===== config.mk =====
export PLATFORM = sky130hd
export DESIGN_NAME = saa_vpo_gen
export DESIGN_NICKNAME = d
export VERILOG_FILES = /design/src/rtl/saa_pkg.sv /design/src/rtl/saa_timing_cnt.sv /design/src/rtl/saa_vpo_gen.sv
export SDC_FILE = /design/constraint.sdc
export NUM_CORES = 1
export LEC_CHECK = 0
export ABC_AREA = 1
export BUFFER_PORTS_ARGS = -buffer_cell sky130_fd_sc_hd__buf_2
export CORE_AREA = 2 2 82 84
export DETAILED_ROUTE_END_ITERATION = 12
export DIE_AREA = 0 0 84 86
export PLACE_DENSITY = 0.73
export SLEW_MARGIN = 40
export SYNTH_ARGS = -nofsm -noshare
export SYNTH_HDL_FRONTEND = slang
export SYNTH_SLANG_ARGS = --single-unit

===== constraint.sdc =====
create_clock -name llc -period 4.7 [get_ports llc]
set_input_delay 0.235 -clock llc [delete_from_list [all_inputs] [get_ports llc]]
set_output_delay 0.235 -clock llc [all_outputs]
set_load 0.01 [all_outputs]

===== src/rtl/saa_pkg.sv =====
// Shared definitions for the SAA7111-compatible pixel-bus generator.
// Holds the RGB565 colour constants used by the colour-bar pattern, the
// pattern_sel encodings, and a helper that maps a bar index to its colour.
package saa_pkg;

    typedef enum logic [1:0] {
        PAT_BARS  = 2'd0,
        PAT_RAMP  = 2'd1,
        PAT_CHECK = 2'd2,
        PAT_SOLID = 2'd3
    } pat_e;

    // RGB565 {R[4:0],G[5:0],B[4:0]}
    localparam logic [15:0] RGB_WHITE   = 16'hFFFF;
    localparam logic [15:0] RGB_YELLOW  = 16'hFFE0;
    localparam logic [15:0] RGB_CYAN    = 16'h07FF;
    localparam logic [15:0] RGB_GREEN   = 16'h07E0;
    localparam logic [15:0] RGB_MAGENTA = 16'hF81F;
    localparam logic [15:0] RGB_RED     = 16'hF800;
    localparam logic [15:0] RGB_BLUE    = 16'h001F;
    localparam logic [15:0] RGB_BLACK   = 16'h0000;

    function automatic logic [15:0] bar_colour(input logic [2:0] idx);
        logic [15:0] c;
        case (idx)
            3'd0:    c = RGB_WHITE;
            3'd1:    c = RGB_YELLOW;
            3'd2:    c = RGB_CYAN;
            3'd3:    c = RGB_GREEN;
            3'd4:    c = RGB_MAGENTA;
            3'd5:    c = RGB_RED;
            3'd6:    c = RGB_BLUE;
            default: c = RGB_BLACK;
        endcase
        return c;
    endfunction

endpackage


===== src/rtl/saa_timing_cnt.sv =====
// Line/field timing for the pixel-bus generator.
// Ports:
//   clk_i          pixel clock (rising edge)
//   rst_i          synchronous active-high reset
//   en_i           count enable; low parks both counters at h=0,v=0
//   href_act_o     current h position is inside the active line
//   vref_act_o     current v position is inside the active field
//   field_start_o  current position is h=0,v=0
//   bar_idx_o      colour-bar index for the current h position
//   ramp_g_o       low 8 bits of h, used as the gray-ramp level
//   check_o        checkerboard cell colour for the current (h,v)
module saa_timing_cnt #(
    parameter int H_ACTIVE = 720,
    parameter int H_TOTAL  = 858,
    parameter int V_ACTIVE = 240,
    parameter int V_TOTAL  = 262
) (
    input  logic       clk_i,
    input  logic       rst_i,
    input  logic       en_i,
    output logic       href_act_o,
    output logic       vref_act_o,
    output logic       field_start_o,
    output logic [2:0] bar_idx_o,
    output logic [7:0] ramp_g_o,
    output logic       check_o
);

    // Counters are kept at least 8 (h) / 4 (v) bits wide so the ramp and
    // checkerboard bit selects are always legal, even for tiny test timings.
    localparam int HW    = ($clog2(H_TOTAL) < 8) ? 8 : $clog2(H_TOTAL);
    localparam int VW    = ($clog2(V_TOTAL) < 4) ? 4 : $clog2(V_TOTAL);
    localparam int BAR_W = H_ACTIVE / 8;
    localparam int BW    = (BAR_W > 1) ? $clog2(BAR_W) : 1;

    localparam logic [HW-1:0] H_LAST   = HW'(H_TOTAL - 1);
    localparam logic [VW-1:0] V_LAST   = VW'(V_TOTAL - 1);
    localparam logic [HW-1:0] H_ACT    = HW'(H_ACTIVE);
    localparam logic [VW-1:0] V_ACT    = VW'(V_ACTIVE);
    localparam logic [BW-1:0] BAR_LAST = BW'(BAR_W - 1);

    logic [HW-1:0] h_cnt_q, h_cnt_d;
    logic [VW-1:0] v_cnt_q, v_cnt_d;
    logic [BW-1:0] bar_px_q, bar_px_d;
    logic [2:0]    bar_idx_q, bar_idx_d;

    // The bar counter tracks h_cnt: it restarts whenever h returns to 0 and
    // steps the bar index every BAR_W pixels, avoiding a divider on h_cnt.
    always_comb begin
        h_cnt_d   = h_cnt_q;
        v_cnt_d   = v_cnt_q;
        bar_px_d  = bar_px_q;
        bar_idx_d = bar_idx_q;
        if (!en_i) begin
            h_cnt_d   = '0;
            v_cnt_d   = '0;
            bar_px_d  = '0;
            bar_idx_d = '0;
        end else if (h_cnt_q == H_LAST) begin
            h_cnt_d   = '0;
            bar_px_d  = '0;
            bar_idx_d = '0;
            v_cnt_d   = (v_cnt_q == V_LAST) ? '0 : v_cnt_q + VW'(1);
        end else begin
            h_cnt_d = h_cnt_q + HW'(1);
            if (bar_px_q == BAR_LAST) begin
                bar_px_d  = '0;
                bar_idx_d = bar_idx_q + 3'd1;
            end else begin
                bar_px_d = bar_px_q + BW'(1);
            end
        end
    end

    always_ff @(posedge clk_i) begin
        if (rst_i) begin
            h_cnt_q   <= '0;
            v_cnt_q   <= '0;
            bar_px_q  <= '0;
            bar_idx_q <= '0;
        end else begin
            h_cnt_q   <= h_cnt_d;
            v_cnt_q   <= v_cnt_d;
            bar_px_q  <= bar_px_d;
            bar_idx_q <= bar_idx_d;
        end
    end

    assign href_act_o    = (h_cnt_q < H_ACT);
    assign vref_act_o    = (v_cnt_q < V_ACT);
    assign field_start_o = (h_cnt_q == '0) && (v_cnt_q == '0);
    assign bar_idx_o     = bar_idx_q;
    assign ramp_g_o      = h_cnt_q[7:0];
    assign check_o       = h_cnt_q[3] ^ v_cnt_q[3];

endmodule


===== src/rtl/saa_vpo_gen.sv =====
// SAA7111-style pixel-bus transmitter: generates HREF/VREF line and field
// strobes and an RGB565 test pattern on VPO, for exercising capture logic
// without a camera or decoder.
// Ports:
//   llc          pixel clock, rising edge
//   rst          synchronous active-high reset
//   en           generator enable; low forces idle outputs (frame_cnt held)
//   pattern_sel  0 bars, 1 gray ramp, 2 checkerboard, 3 solid
//   solid_rgb    RGB565 colour for the solid pattern
//   HREF, VREF   line-active / field-active strobes
//   VPO          RGB565 pixel, zero outside HREF&VREF
//   frame_start  one-cycle pulse with the first active pixel of a field
//   frame_cnt    fields generated, wraps 255->0
module saa_vpo_gen
    import saa_pkg::*;
#(
    parameter int H_ACTIVE = 720,
    parameter int H_TOTAL  = 858,
    parameter int V_ACTIVE = 240,
    parameter int V_TOTAL  = 262
) (
    input  logic        llc,
    input  logic        rst,
    input  logic        en,
    input  logic [1:0]  pattern_sel,
    input  logic [15:0] solid_rgb,
    output logic        HREF,
    output logic        VREF,
    output logic [15:0] VPO,
    output logic        frame_start,
    output logic [7:0]  frame_cnt
);

    logic       href_act;
    logic       vref_act;
    logic       field_start;
    logic [2:0] bar_idx;
    logic [7:0] ramp_g;
    logic       check;

    saa_timing_cnt #(
        .H_ACTIVE (H_ACTIVE),
        .H_TOTAL  (H_TOTAL),
        .V_ACTIVE (V_ACTIVE),
        .V_TOTAL  (V_TOTAL)
    ) u_timing (
        .clk_i         (llc),
        .rst_i         (rst),
        .en_i          (en),
        .href_act_o    (href_act),
        .vref_act_o    (vref_act),
        .field_start_o (field_start),
        .bar_idx_o     (bar_idx),
        .ramp_g_o      (ramp_g),
        .check_o       (check)
    );

    pat_e        pat_q, pat_d;
    pat_e        eff_pat;
    logic [15:0] pixel;

    logic        href_q, href_d;
    logic        vref_q, vref_d;
    logic [15:0] vpo_q, vpo_d;
    logic        fs_q, fs_d;
    logic [7:0]  fcnt_q, fcnt_d;

    // The pattern is captured at h=0,v=0; the first pixel of the field must
    // already use the newly selected pattern, so bypass the latch there.
    assign eff_pat = field_start ? pat_e'(pattern_sel) : pat_q;

    always_comb begin
        case (eff_pat)
            PAT_BARS:  pixel = bar_colour(bar_idx);
            PAT_RAMP:  pixel = {ramp_g[7:3], ramp_g[7:2], ramp_g[7:3]};
            PAT_CHECK: pixel = check ? RGB_WHITE : RGB_BLACK;
            PAT_SOLID: pixel = solid_rgb;
            default:   pixel = RGB_BLACK;
        endcase
    end

    always_comb begin
        pat_d  = pat_q;
        href_d = 1'b0;
        vref_d = 1'b0;
        vpo_d  = 16'h0000;
        fs_d   = 1'b0;
        fcnt_d = fcnt_q;
        if (en) begin
            if (field_start) begin
                pat_d  = pat_e'(pattern_sel);
                fcnt_d = fcnt_q + 8'd1;
            end
            href_d = href_act;
            vref_d = vref_act;
            vpo_d  = (href_act && vref_act) ? pixel : 16'h0000;
            fs_d   = field_start;
        end
    end

    always_ff @(posedge llc) begin
        if (rst) begin
            pat_q  <= PAT_BARS;
            href_q <= 1'b0;
            vref_q <= 1'b0;
            vpo_q  <= 16'h0000;
            fs_q   <= 1'b0;
            fcnt_q <= 8'h00;
        end else begin
            pat_q  <= pat_d;
            href_q <= href_d;
            vref_q <= vref_d;
            vpo_q  <= vpo_d;
            fs_q   <= fs_d;
            fcnt_q <= fcnt_d;
        end
    end

    assign HREF        = href_q;
    assign VREF        = vref_q;
    assign VPO         = vpo_q;
    assign frame_start = fs_q;
    assign frame_cnt   = fcnt_q;

endmodule


After elaboration in Yosys (flattened, before gate mapping) --
Cells that the tools add are included. Widths: inputs -> output; s select.
Cells by class: $add $sub $neg 5, magnitude comparators 2, eq/ne operators 12, muxes and demuxes 5, bitwise logic cells 3, reductions and logical operators 11
Operator list (count):
- $pmux 16 s7 | 1
- $pmux 16 s4 | 1
- $mux 16 | 1
- $add 10x1->10 const B | 1
- $eq 10x10->1 const B | 1
- $logic_not 10->1 | 1
- $lt 10x10->1 const B | 1
- $add 9x1->9 const B | 1
- $eq 3x3->1 const B | 3
- $eq 9x9->1 const B | 1
- $logic_not 9->1 | 1
- $lt 9x8->1 const B | 1
- $mux 9 | 1
- $add 8x1->8 const B | 1
- $add 7x1->7 const B | 1
- $eq 7x7->1 const B | 1
- $eq 3x2->1 const B | 2
- $reduce_or 3->1 | 2
- $eq 2x2->1 const B | 2
- $reduce_or 4->1 | 1
- $add 3x1->3 const B | 1
- $eq 3x1->1 const B | 1
- $logic_not 3->1 | 1
- $eq 2x1->1 const B | 1
- 7 further kinds | 9
Storage, ports and cells: register bits 58, bits of input ports 21

Longest topological paths before layout --
depth after elaboration 5, gate-level depth with buffers 14, mapped depth without buffers 13

Modules after synthesis --
A second synthesis with hierarchy kept.
Second synthesis, totals: cell total of the unflattened synthesis 421, area total of the unflattened synthesis 2979.1 µm²
By module, submodules not included:
- saa_timing_cnt | times used 1, cells an instance 230, area an instance 1661.6 µm², seq. area each 580.6 µm²
- saa_vpo_gen | times used 1, cells an instance 191, area an instance 1317.5 µm², seq. area each 580.6 µm²

Worst setup path before layout --
Ideal clock, no wire load.
path type reg-to-reg, start reg u_timing.v_cnt_q[0], end reg vpo_q[10] (netlist: VPO[10]), arrival 1.563 ns, data required time 4.572 ns, path slack 3.009 ns, stages on the path, launching flop included 15, buffers on the path 1, period minus slack after synthesis 1.691 ns, path through dfxtp_1 -> inv_1 -> ha_1 -> inv_1 -> nor2_1 -> nand2_2 -> nor2_8 -> nand3_2 -> nand2_2 -> nand2_4 -> nand3_4 -> buf_6 -> nand3_1 -> nor2_1 -> nor2_1
Between the ends: longest elaborated chain between the ends 5
Ends and longest elaborated chain:
- from (decl) | RTL line saa_timing_cnt.sv:43 | logic [VW-1:0] v_cnt_q, v_cnt_d;
- from (signal assigned) | RTL line saa_timing_cnt.sv:83 | v_cnt_q <= v_cnt_d;
- branches (longest 5 deep; another with $lt 9x8->1)
- to (signal assigned) | RTL line saa_vpo_gen.sv:113 | vpo_q <= vpo_d;
- to (decl) | RTL line saa_vpo_gen.sv:64 | logic [15:0] vpo_q, vpo_d;
Several ways; the timed one is not identified. A chain may end at the register's enable or synchronous reset.

Worst setup path in the final report --
start reg u_timing.v_cnt_q[0], end reg vpo_q[4] (netlist: VPO[4])
Same word-level chain as after synthesis.

==> flow_metrics.py <==
metrics = {
    "grt": {
        "grt_first_pass_wirelength_um": 10890,
        "first_global_vias": 2578,
        "grt_util_all_layers_pct": 18.53,
        "grt.overflow.total": 0,
        "grt_max_degree": 23,
        "grt_antenna_before_repair": 0,
    },
    "worst_setup_path": {
        "critical_path_source_type": "flip-flop",
        "arrival_ns": 2.22,
        "regToRegSetupSlack_ns": 2.68,
        "critical_path.endpoint_type": "flip-flop",
        "worst_ep_required_time_ns": 4.89,
        "worstReg2RegEnd": "VPO[4]",
        "crit_type": "reg2reg",
        "cp_max_fo": 22,
        "regToRegStartpoint": "u_timing.v_cnt_q[0]",
        "worst_r2r_path_depth": 13,
    },
    "route": {
        "viasPerCell": 5.057,
        "top_routing_layer_used": "met4",
        "num_vias": 2766,
        "detail_route.wl_per_cell_um": 11.69,
        "antenna_violating_nets_post_route": 0,
        "drt-total-wl_um": 6394,
        "detailedRoute.firstIterationViolations": 109,
        "wl_met2_um": 3040,
        "route.met3.wl_um": 255,
        "remaining_drc_errors": 0,
        "route.layer.met1.wl_um": 2932,
        "drtPass1Iterations": 4,
    },
    "clock_tree": {
        "clk-insertion-delay-late_ns": 0.34,
        "clk_root_buffer_cell": "clkbuf_8",
        "htree_num_levels": 3,
        "cts.clk_slew.worst_paths_ns": 0.07,
        "cts_buffers": 9,
        "cts_tree": "yes",
        "clockBufferDepth": 2,
        "cts-resized-gates": 0,
        "number_of_clock_sinks": 58,
        "cts_hold_buffers": 0,
        "cts_post_setup_buffers_inserted": 0,
    },
    "timing": {
        "final.min_clock_period_ns": 2.022,
        "pins_over_their_slew_limit": 0,
        "setup_tns_ns": 0,
        "timing.final.setup_violations": 0,
        "relSlewSlack_pct": 58.73,
        "timing_hold_violations_final": 0,
        "min_period_over_period_pct": 43.02,
        "final.setup_skew_ns": 0.01244,
        "highest_achievable_clock_rate_ghz": 0.4946,
        "timing_worst_slew_pin_value_ns": 0.6174,
        "rsz0062_at_grt": "false",
    },
    "logic_synthesis": {
        "postSynthRegisterBits": 58,
        "cell_area_after_synthesis_mm2": 0.003105,
        "ys_warn_count": 0,
        "postSynthNetCount": 455,
        "post_synth_main_area_contributors": "dfxtp_1 (37%), nor2_1 (9.9%), nand3_1 (8.2%)",
        "synthArstFlopShare_pct": 0,
        "synthDominantAreaCellType": "dfxtp_1",
        "sequential_cell_area_fraction_in_the_yosys_report_pct": 37.39,
        "synth.top_cells.by_count": "nor2_1 (82), dfxtp_1 (58), nand2_1 (54)",
        "number_of_enable_flip_flop_cells_after_synthesis": 0,
        "synthFlopType": "dfxtp_1",
        "post_synth_inst_count": 420,
        "synth.most_common_cell": "nor2_1",
        "synth_top_area_share_pct": 37.39,
        "syn-mean-instance-area_um2": 7.394,
        "synthDistinctLibCells": 37,
    },
    "final_layout": {
        "num-nets-final": 501,
        "fraction_of_layout_cells_with_a_size_suffix_above_1_pct": 20.43,
        "flow.area_growth_from_synthesis_pct": 14.22,
        "fillCellCount": 591,
        "antenna-diode-count": 0,
        "post_layout_nonfiller_instances": 547,
    },
    "pwr": {
        "power_mw": 1.096,
        "power-per-cell-area_mw_per_mm2": 308.9,
        "max-vdd-ir-drop_v": 0.0002209,
        "power.static_leakage_nw": 1.618,
    },
    "floorplan": {
        "starting_utilization_of_the_core_area_pct": 49.47,
        "die_h_um": 86,
        "core-area_mm2": 0.006277,
        "floorplan.die.width_um": 84,
        "dieArea_mm2": 0.007224,
        "io_pins": 48,
        "placement_rows": 29,
    },
    "placed_design": {
        "dp_cells": 532,
        "dp.final_hpwl_um": 4742,
        "port_buffers": 47,
        "gp_congestion": 0.8798,
    },
    "min_path": {
        "worstHoldPathCells": 2,
        "destination_of_the_worst_hold_path": "frame_cnt[6]",
        "worst_hold_startpoint": "rst",
        "min-delay-path-class": "in2reg",
    },
    "status": {
        "run_status": "finished clean",
    },
    "flow_run": {
        "cap_violations": 0,
    },
}
-- worst max path at each step --
stage | startpoint | end | slack (ns) | depth (start not counted)
after floorplan | u_timing.v_cnt_q[0] | VPO[10] | 3.01 | 14
after global placement | u_timing.v_cnt_q[0] | VPO[11] | 2.74 | 13
after detailed placement | u_timing.v_cnt_q[0] | VPO[11] | 2.67 | 13
after CTS | u_timing.v_cnt_q[0] | VPO[11] | 2.66 | 13
after global routing | u_timing.v_cnt_q[0] | VPO[13] | 2.35 | 13
final | u_timing.v_cnt_q[0] | VPO[4] | 2.68 | 13
-- critical path, cell delays in order (launching register included) --
cell and delay, ns:
dfxtp_1 0.33, inv_1 0.10, ha_1 0.15, inv_1 0.05, nor2_1 0.11, nand2_2 0.10
nor2_8 0.13, nand3_2 0.12, nand2_1 0.09, nand2_2 0.23, nand3_1 0.23, nand3_1 0.10
nor2_1 0.10, nor2_1 0.05
-- per-layer routing --
layer / GRT usage [%] / vias up
met1: 22.57 / 1257
met3: 3.850 / 13
met2: 30.76 / 57
li1: - / 1439
met5: 0 / -
met4: 10.12 / 0
-- through the flow --
step	utilization [%]	hold WS, ns	cell area, um2	worst slack, ns
floorplan	-	0.3041	3105	3.009
global placement	53.26	0.4463	3343	2.744
detailed placement	53.26	0.4562	3343	2.670
CTS	56.51	0.1490	3547	2.663
global route	56.51	0.1548	3547	2.351
finish	56.51	0.1556	3547	2.678
-- state kept, by name, summed over array words and instances (netlist names) --
signal and flops:
frame_start 1, VPO 16, u_timing.v_cnt_q 9, HREF 1, frame_cnt 8, u_timing.bar_idx_o 3
u_timing.bar_px_q 7, u_timing.h_cnt_q 10, pat_q 2, VREF 1
-- cell families (layout without fill, tap and decap cells) --
logic type | after synthesis | count (layout) | synth area share [%]
buffers and inverters | 63 | 113 | 9.186
AND/OR/NAND/NOR | 243 | 243 | 39.16
adder cells (fa/ha/maj) | 14 | 14 | 5.641
XOR/XNOR | 12 | 12 | 3.384
AO/OA/AOI/OAI | 30 | 30 | 5.238
flip-flops | 58 | 58 | 37.39
-- power breakdown --
group	internal (mW)	total, mW	switching (mW)
clock	0.285	0.473	0.188
combinational	0.0407	0.112	0.0713
sequential	0.505	0.511	0.00586
-- final cells by class --
| class | count | area (um2) | share of cell area (%) |
|---|---|---|---|
| Multi-Input combinational cell | 299 | 1659 | 46.77 |
| Sequential cell | 58 | 1161 | 32.73 |
| Timing Repair Buffer | 47 | 235.2 | 6.631 |
| Inverter | 51 | 191.4 | 5.397 |
| Clock buffer | 13 | 168.9 | 4.762 |
| Tap cell | 77 | 96.34 | 2.716 |
| Clock inverter | 2 | 35.03 | 0.9877 |
-- cell usage in the layout, fill, tap and decap left out, types with 12 or more instances in the layout --
cell / n
a21oi_1: 15
buf_2: 47
clkbuf_8: 12
dfxtp_1: 58
ha_1: 14
inv_1: 48
nand2_1: 54
nand3_1: 51
nor2_1: 82
No activity file was read; power rests on OpenSTA's default activity.
